`config.mk`:
```
export PLATFORM = sky130hd
export DESIGN_NAME = pixel_enhance_stream
export DESIGN_NICKNAME = d
export VERILOG_FILES = /design/src/rtl/pixel_enhance_stream.sv
export SDC_FILE = /design/constraint.sdc
export NUM_CORES = 1
export LEC_CHECK = 0
export BUFFER_PORTS_ARGS = -buffer_cell sky130_fd_sc_hd__buf_2
export CAP_MARGIN = 20
export CORE_UTILIZATION = 50
export CTS_BUF_LIST = sky130_fd_sc_hd__clkbuf_8
export CTS_CLUSTER_SIZE = 16
export DETAILED_ROUTE_END_ITERATION = 7
export HOLD_SLACK_MARGIN = 0.12
export PLACE_DENSITY = 0.73
export SKIP_CTS_REPAIR_TIMING = 1
export SYNTH_ARGS = -nofsm -noshare
export SYNTH_HDL_FRONTEND = slang
export SYNTH_SLANG_ARGS = --single-unit
```
`constraint.sdc`:
```
create_clock -name clk -period 4.63 [get_ports clk]
set_clock_uncertainty 0.15 [all_clocks]
set_input_delay 0.463 -clock clk [delete_from_list [all_inputs] [get_ports clk]]
set_output_delay 0.463 -clock clk [all_outputs]
set_load 0.03 [all_outputs]
```
`src/rtl/pixel_enhance_stream.sv`:
```
// pixel_enhance_stream
//   Streaming RGB enhancement engine. Accepts one {R,G,B} pixel per cycle on a valid/ready
//   input, applies a frame-latched operation (pass, invert, brightness, threshold) and emits
//   the result with sof/eol/eof markers on a valid/ready output. There are two register stages:
//   S1 holds pixel/markers/grey, and S2 is the output register.
//
// Ports
//   clk, reset            clock (rising edge), asynchronous active-high reset
//   mode, sign, value,    operation select and operands, sampled with the sof pixel
//   threshold
//   in_valid/in_ready/in_data       input stream, {R,G,B} with R in MSBs
//   out_valid/out_ready/out_data    output stream
//   out_sof/out_eol/out_eof         frame/line markers qualified by out_valid
//   frame_cnt             frames delivered downstream (wraps)
//
// Optional feature (macro FRAME_STATS_EN)
//   stat_min/stat_max/stat_sum/stat_valid: per-frame grey statistics of output pixels,
//   published one cycle after the eof output handshake.
module pixel_enhance_stream #(
  parameter int unsigned WIDTH  = 256,
  parameter int unsigned HEIGHT = 256,
  parameter int unsigned DATA_W = 8,
  parameter int unsigned CNT_W  = 16
) (
  input  logic                  clk,
  input  logic                  reset,
  input  logic [1:0]            mode,
  input  logic                  sign,
  input  logic [DATA_W-1:0]     value,
  input  logic [DATA_W-1:0]     threshold,
  input  logic                  in_valid,
  output logic                  in_ready,
  input  logic [3*DATA_W-1:0]   in_data,
  output logic                  out_valid,
  input  logic                  out_ready,
  output logic [3*DATA_W-1:0]   out_data,
  output logic                  out_sof,
  output logic                  out_eol,
  output logic                  out_eof,
  output logic [CNT_W-1:0]      frame_cnt
`ifdef FRAME_STATS_EN
  ,
  output logic [DATA_W-1:0]     stat_min,
  output logic [DATA_W-1:0]     stat_max,
  output logic [DATA_W+2+$clog2(WIDTH*HEIGHT)-1:0] stat_sum,
  output logic                  stat_valid
`endif
);

  localparam int unsigned COL_W = $clog2(WIDTH);
  localparam int unsigned ROW_W = $clog2(HEIGHT);
  localparam logic [DATA_W-1:0] MAX = '1;

  // Global stall: both stages advance together whenever the output register can move.
  logic adv, in_fire, out_fire;
  assign adv      = !out_valid || out_ready;
  assign in_ready = adv;
  assign in_fire  = in_valid && adv;
  assign out_fire = out_valid && out_ready;

  // Position counters and markers of the pixel currently offered on the input.
  logic [COL_W-1:0] col_q;
  logic [ROW_W-1:0] row_q;
  logic in_sof, in_eol, in_eof;
  assign in_sof = (col_q == '0) && (row_q == '0);
  assign in_eol = (col_q == COL_W'(WIDTH - 1));
  assign in_eof = in_eol && (row_q == ROW_W'(HEIGHT - 1));

  always_ff @(posedge clk or posedge reset) begin
    if (reset) begin
      col_q <= '0;
      row_q <= '0;
    end else if (in_fire) begin
      if (in_eol) begin
        col_q <= '0;
        row_q <= in_eof ? '0 : row_q + ROW_W'(1);
      end else begin
        col_q <= col_q + COL_W'(1);
      end
    end
  end

  // Frame configuration: the sof pixel uses the live inputs, later pixels the latched copy.
  logic [1:0]        cfg_mode_q;
  logic              cfg_sign_q;
  logic [DATA_W-1:0] cfg_value_q, cfg_thr_q;

  always_ff @(posedge clk or posedge reset) begin
    if (reset) begin
      cfg_mode_q  <= '0;
      cfg_sign_q  <= 1'b0;
      cfg_value_q <= '0;
      cfg_thr_q   <= '0;
    end else if (in_fire && in_sof) begin
      cfg_mode_q  <= mode;
      cfg_sign_q  <= sign;
      cfg_value_q <= value;
      cfg_thr_q   <= threshold;
    end
  end

  // Grey level: channel sum needs two extra bits before the divide by three.
  logic [DATA_W+1:0] in_sum;
  assign in_sum = {2'b00, in_data[3*DATA_W-1 -: DATA_W]} + {2'b00, in_data[2*DATA_W-1 -: DATA_W]}
                + {2'b00, in_data[DATA_W-1:0]};

  // Stage 1
  logic                s1_valid, s1_sof, s1_eol, s1_eof, s1_sign;
  logic [3*DATA_W-1:0] s1_data;
  logic [DATA_W-1:0]   s1_grey, s1_value, s1_thr;
  logic [1:0]          s1_mode;

  always_ff @(posedge clk or posedge reset) begin
    if (reset) begin
      s1_valid <= 1'b0;
      s1_data  <= '0;
      s1_sof   <= 1'b0;
      s1_eol   <= 1'b0;
      s1_eof   <= 1'b0;
      s1_grey  <= '0;
      s1_mode  <= '0;
      s1_sign  <= 1'b0;
      s1_value <= '0;
      s1_thr   <= '0;
    end else if (adv) begin
      s1_valid <= in_valid;
      s1_data  <= in_data;
      s1_sof   <= in_sof;
      s1_eol   <= in_eol;
      s1_eof   <= in_eof;
      s1_grey  <= DATA_W'(in_sum / (DATA_W + 2)'(3));
      s1_mode  <= in_sof ? mode      : cfg_mode_q;
      s1_sign  <= in_sof ? sign      : cfg_sign_q;
      s1_value <= in_sof ? value     : cfg_value_q;
      s1_thr   <= in_sof ? threshold : cfg_thr_q;
    end
  end

  // Operation applied ahead of the output register.
  logic [3*DATA_W-1:0] op_data;
  logic [DATA_W-1:0]   ch;
  logic [DATA_W:0]     ch_sum;

  always_comb begin
    op_data = s1_data;
    ch      = '0;
    ch_sum  = '0;
    case (s1_mode)
      2'd1: op_data = {3{MAX - s1_grey}};
      2'd2: begin
        for (int c = 0; c < 3; c++) begin
          ch = s1_data[c*DATA_W +: DATA_W];
          if (s1_sign) begin
            ch_sum = {1'b0, ch} + {1'b0, s1_value};
            op_data[c*DATA_W +: DATA_W] = ch_sum[DATA_W] ? MAX : ch_sum[DATA_W-1:0];
          end else begin
            op_data[c*DATA_W +: DATA_W] = (ch > s1_value) ? ch - s1_value : '0;
          end
        end
      end
      2'd3: op_data = (s1_grey > s1_thr) ? '1 : '0;
      default: ;
    endcase
  end

  // Stage 2 / output register; markers are forced low on bubbles.
  always_ff @(posedge clk or posedge reset) begin
    if (reset) begin
      out_valid <= 1'b0;
      out_data  <= '0;
      out_sof   <= 1'b0;
      out_eol   <= 1'b0;
      out_eof   <= 1'b0;
    end else if (adv) begin
      out_valid <= s1_valid;
      out_data  <= op_data;
      out_sof   <= s1_valid && s1_sof;
      out_eol   <= s1_valid && s1_eol;
      out_eof   <= s1_valid && s1_eof;
    end
  end

  always_ff @(posedge clk or posedge reset) begin
    if (reset) begin
      frame_cnt <= '0;
    end else if (out_fire && out_eof) begin
      frame_cnt <= frame_cnt + CNT_W'(1);
    end
  end

`ifdef FRAME_STATS_EN
  localparam int unsigned STAT_W = DATA_W + 2 + $clog2(WIDTH * HEIGHT);

  logic [DATA_W+1:0] out_sum;
  logic [DATA_W-1:0] og, acc_min_q, acc_max_q, nxt_min, nxt_max;
  logic [STAT_W-1:0] acc_sum_q, nxt_sum;

  assign out_sum = {2'b00, out_data[3*DATA_W-1 -: DATA_W]}
                 + {2'b00, out_data[2*DATA_W-1 -: DATA_W]} + {2'b00, out_data[DATA_W-1:0]};
  assign og      = DATA_W'(out_sum / (DATA_W + 2)'(3));

  // The sof pixel restarts the accumulators instead of folding into the previous frame.
  always_comb begin
    nxt_min = (out_sof || og < acc_min_q) ? og : acc_min_q;
    nxt_max = (out_sof || og > acc_max_q) ? og : acc_max_q;
    nxt_sum = (out_sof ? '0 : acc_sum_q) + STAT_W'(og);
  end

  always_ff @(posedge clk or posedge reset) begin
    if (reset) begin
      acc_min_q  <= MAX;
      acc_max_q  <= '0;
      acc_sum_q  <= '0;
      stat_min   <= MAX;
      stat_max   <= '0;
      stat_sum   <= '0;
      stat_valid <= 1'b0;
    end else begin
      stat_valid <= 1'b0;
      if (out_fire) begin
        acc_min_q <= nxt_min;
        acc_max_q <= nxt_max;
        acc_sum_q <= nxt_sum;
        if (out_eof) begin
          stat_min   <= nxt_min;
          stat_max   <= nxt_max;
          stat_sum   <= nxt_sum;
          stat_valid <= 1'b1;
        end
      end
    end
  end
`endif

endmodule

```
* Word-level counts from Yosys, hierarchy flattened *
Cells that the tools add are included.

storage, ports and cells
  logic and storage cells = 75
  input bits = 47
  bits in registers = 134

cells by class
  add/sub/neg operators = 12
  equality and inequality tests = 5
  $lt $le $gt $ge = 4
  divide/modulo/power cells = 1
  multiplexer cells = 17
  reduce and logical (&&, ||, !) cells = 14

operators with widths
  kind                                                 count
  2-to-1 mux 8 bit                                     13
  case mux 24 bit (3 select lines)                     1
  adder 8 x 8 -> 9 bit                                 4
  > comparator 8 bit                                   4
  2-to-1 mux 24 bit                                    1
  subtractor 8 bit                                     3
  adder 16 x 1 -> 16 bit, second input constant        1
  adder 8 x 1 -> 8 bit, second input constant          2
  equality test 8 bit, second input constant           2
  zero test 8 bit                                      2
  adder 9 x 8 -> 10 bit                                1
  divider 10 x 2 -> 10 bit, second input constant      1
  logical AND 1 bit                                    9
  subtractor 8 bit, first input constant               1
  equality test 2 bit, second input constant           2
  equality test 2 x 1 -> 1 bit, second input constant  1
  2-to-1 mux 2 bit                                     1
  AND reduction 2 bit                                  1
  zero test 1 bit                                      1
  logical OR 1 bit                                     1
  2-to-1 mux 1 bit                                     1

* Longest topological paths before layout *
  word-level depth = 4
  mapped depth = 21
  depth with buffers taken out = 20

* Worst setup path after synthesis *
No wires, ideal clock.

  path type = input-to-reg
  start point = input in_data[1]
  end point = register s1_grey[0]
  data required time = 4,354 ps
  arrival = 4,417 ps
  stages = 21
  path buffers = 1
  slack = -63 ps
  cell sequence = inv_1 > fa_1 > inv_1 > ha_1 > inv_1 > fa_1 > nor2b_1 > o221ai_2 > a21o_1 > nor2_1 > buf_2 > nand3_1 > a311oi_2 > nor3_4 > nor4b_4 > a211o_2 > ha_1 > nor2_1 > a31o_1 > a32oi_1 > o32a_1

on the way
  cells in the longest elaborated chain, start to end = 2

ends and longest elaborated chain
  item                      RTL line  text
  start: declaration        33        input logic [3*DATA_W-1:0] in_data,
  adder 9 x 8 -> 10 bit     105       + {2'b00, in_data[DATA_W-1:0]};
  divider 10 x 2 -> 10 bit  131       s1_grey <= DATA_W'(in_sum / (DATA_W + 2)'(3));
  end signal: assignment    131
  end: declaration          110       logic [DATA_W-1:0] s1_grey, s1_value, s1_thr;

Every way passes these cells.
A chain may end at the register's enable or synchronous reset.

* Worst setup path in the final report *
Same ends and word-level chain as after synthesis.

==> impl_metrics.tcl <==
set metrics [dict create \
    portBuffers 91 \
    area_delta_synth_final_pct 18.4 \
    place_congestion 0.926 \
    cp_slowest_cell "fa_1" \
    hp-class "input port to flop" \
    synthCells 1066 \
    initial_utilization_pct 51.5 \
    netlist-cell-type-count 71 \
    wirelength_mm 23.3 \
    whs_endpoint "s1_data[22]" \
    synth_most_common_cell "dfrtp_1" \
    cts.sinks 134 \
    yosys_warnings 0 \
    ys_top_cells_by_area "dfrtp_1 36%, ha_1 9.2%, nand2_1 5.1%" \
    reg2reg_to "out_data[11]" \
    synth_common_cells "134 x dfrtp_1, 128 x nand2_1, 94 x o21ai_0" \
    hpwl_mm 17.6 \
    synthesis.area_mm2 0.00934 \
    endpoint_kind "flop" \
    route.detailed.vias_per_inst 5.57 \
    p_int_mw 2.96 \
    antenna_cells 0 \
    synth-main-ff-cell "dfrtp_1" \
    fin_crit_sh_pct 96.0 \
    numCtsBuffers 17 \
    critical_path_arrival_ps 4630 \
    status "finished, violations left" \
    grt_pass1_vias 7743 \
    dp.cells 1409 \
    powerDensity_mw_per_mm2 465 \
    grt_antenna_before_repair 0 \
    drv_cap 0 \
    drt_iter0_markers 470 \
    fin_util_pct 60.9 \
    yosys.area.top_type "dfrtp_1" \
    route.vias.total 8153 \
    clockBufferDepth 2 \
    whs_path_depth 3 \
    htreeDepth 4 \
    syn_nets 1197 \
    timing.rr.start "s1_value[1]" \
    criticalPathCategory "input port to flop" \
    dieWidth_um 139 \
    start_kind "input port" \
    hp-start "in_data[22]" \
    grt_start_max_net_pins 103 \
    nets 1353 \
    p_sw_share_pct 42.4 \
    worst_ep_required_time_ps 4810 \
    syn_area_per_cell_um2 8.76 \
    pwr-share-clk_pct 18.6 \
    fp.dieH_um 139 \
    maxSlewHeadroom_pct 39.4 \
    fin_cells 1464 \
    grtUsageTotal_pct 25.3 \
    synthDominantCellAreaShare_pct 35.9 \
    clkTransAtPathRegs_ps 80 \
    p_seq_share_pct 30.9 \
    r2r_cells 13 \
    gr-total-overflow 0 \
    tightest_slew_ps 909 \
    dieArea_mm2 0.0192 \
    drv_slew 0 \
    irDropWorstVdd_mv 0.290 \
    pwr-share-comb_pct 50.5 \
    rsz0062_at_grt "no" \
    synth.ff_latch_count 134 \
    cp_cell_sequence "buf_2 > inv_1 > fa_1 > inv_1 > ha_1 > inv_1 > fa_2 > nor2b_2 > o22ai_2 > xnor2_1 > buf_4 > or3_1 > a311oi_2 > nor3_4 > nor4b_4 > a211o_2 > ha_1 > nor2_1 > a31o_1 > a32oi_1 > o32a_1" \
    coreArea_mm2 0.0181 \
    p_leak_nw 5.35 \
    placed_cell_area_mm2 0.0104 \
    drc 6 \
    slowest_delay_ps 470 \
    setup_viol 0 \
    dr.pass1.iters 7 \
    violations "design-rule violations" \
    synth_edf_count 0 \
    period_minus_slack_ps 4450 \
    rrSetupSlack_ps 780 \
    cp_max_fo 9 \
    ant_nets 0 \
    critPathTopFamily "adder cells" \
    path_buf_inv 5 \
    ys_seq_area_share_pct 35.9 \
    io_pins 92 \
    async_flop_share_pct 100 \
    max_freq_mhz 225 \
    wl_per_cell_um 15.9 \
    cts_tree "built" \
    switchingPower_mw 2.18 \
    rows 49 \
    drive_above_1_share_pct 19.4 \
    cpMostUsedCell "inv_1" \
    hold_viol 0 \
    clock_latency_ps 450 \
    grt_pass1_wl_mm 38.9 \
    final_cell_area_mm2 0.0111 \
    cts_root_buf "clkbuf_8" \
]
==> power groups by stage <==
stage | Combinational [mW] | Sequential, mW | Clock, mW
CTS | 2.55 | 1.58 | 0.978
global placement | 2.50 | 1.60 | 0
global route | 2.86 | 1.61 | 1.03
finish | 2.59 | 1.58 | 0.957
floorplan | 1.62 | 1.69 | 0
detailed placement | 2.54 | 1.61 | 0
==> placed cells by master (no fill, tap or decap), drive strengths merged, types with 8 or more instances in the layout <==
cell | synthesis | routed
buf | 12 | 161
dfrtp | 134 | 134
nand2 | 128 | 128
o21ai | 96 | 96
a21oi | 90 | 90
nor2 | 85 | 85
inv | 76 | 84
ha | 69 | 69
xnor2 | 32 | 32
nand3 | 28 | 28
dlygate4sd3 | 0 | 23
mux2i | 21 | 21
mux2 | 21 | 21
a21o | 20 | 20
o21bai | 20 | 20
nand4 | 18 | 18
clkbuf | 35 | 18
o21a | 16 | 16
fa | 15 | 15
a31oi | 13 | 13
o22ai | 13 | 13
xor2 | 13 | 13
nor3 | 12 | 12
or3 | 9 | 9
nor2b | 8 | 8
==> how the worst max path moves through the flow <==
stage | startpoint | to | slack (ps) | cells past startpoint
floorplan | in_data[1] | s1_grey[0] | 20 | 21
global placement | in_data[1] | s1_grey[0] | -290 | 21
detailed placement | in_data[1] | s1_grey[0] | -400 | 21
CTS | in_data[1] | s1_grey[0] | 100 | 21
global route | in_data[1] | s1_grey[0] | 10 | 21
finish | in_data[1] | s1_grey[0] | 180 | 21
==> metrics by stage <==
step | hold WS (ps) | total power, mW | TNS (ps) | worst slack [ps]
3_5_place_dp | 301 | 4.14 | -508 | -398
5_1_grt | 121 | 5.50 | 0 | 10.3
6_report | 109 | 5.14 | 0 | 183
2_1_floorplan | 297 | 3.32 | 0 | 24.4
3_3_place_gp | 302 | 4.09 | -332 | -290
4_1_cts | 58.2 | 5.11 | 0 | 95.1
==> layer usage <==
metal  vias to the layer above  track usage, %  wire, µm
li1                       4055               -         -
met1                      3887            33.7     10700
met2                       173            41.8     11100
met3                        38            3.56       825
met4                         0            9.53       637
met5                         -               0         0
==> flip-flops by register name, summed over array words and instances, names as in the netlist, 2 cells and up <==
register,count
row_q,8
cfg_value_q,8
s1_data,24
col_q,8
s1_thr,8
s1_mode,2
cfg_mode_q,2
s1_value,8
out_data,24
frame_cnt,16
cfg_thr_q,8
s1_grey,8
==> tightest hold or removal path: stages <==
cell	delay, ps
buf_2	100
nand2_1	50
nand2_1	50
==> kinds of logic (layout without fill, tap and decap cells) <==
group	after synthesis	after routing	synth area share, %
compound gates	312	312	20.8
xor+xnor	45	45	4.66
fa+ha+maj	85	85	12.6
buf+inv	125	294	5.24
flops	134	134	35.9
mux	42	42	4.78
simple gates	323	323	16.0
==> cell type report <==
cell class / instances / area [µm²]
inverter: 78 / 298
tap: 229 / 287
multi-input combinational: 807 / 5520
clock buffer: 18 / 248
timing repair buffer: 184 / 1210
clock inverter: 14 / 138
fill: 1588 / 7090
sequential: 134 / 3350
Note: power is estimated with default switching activity, not from simulation.
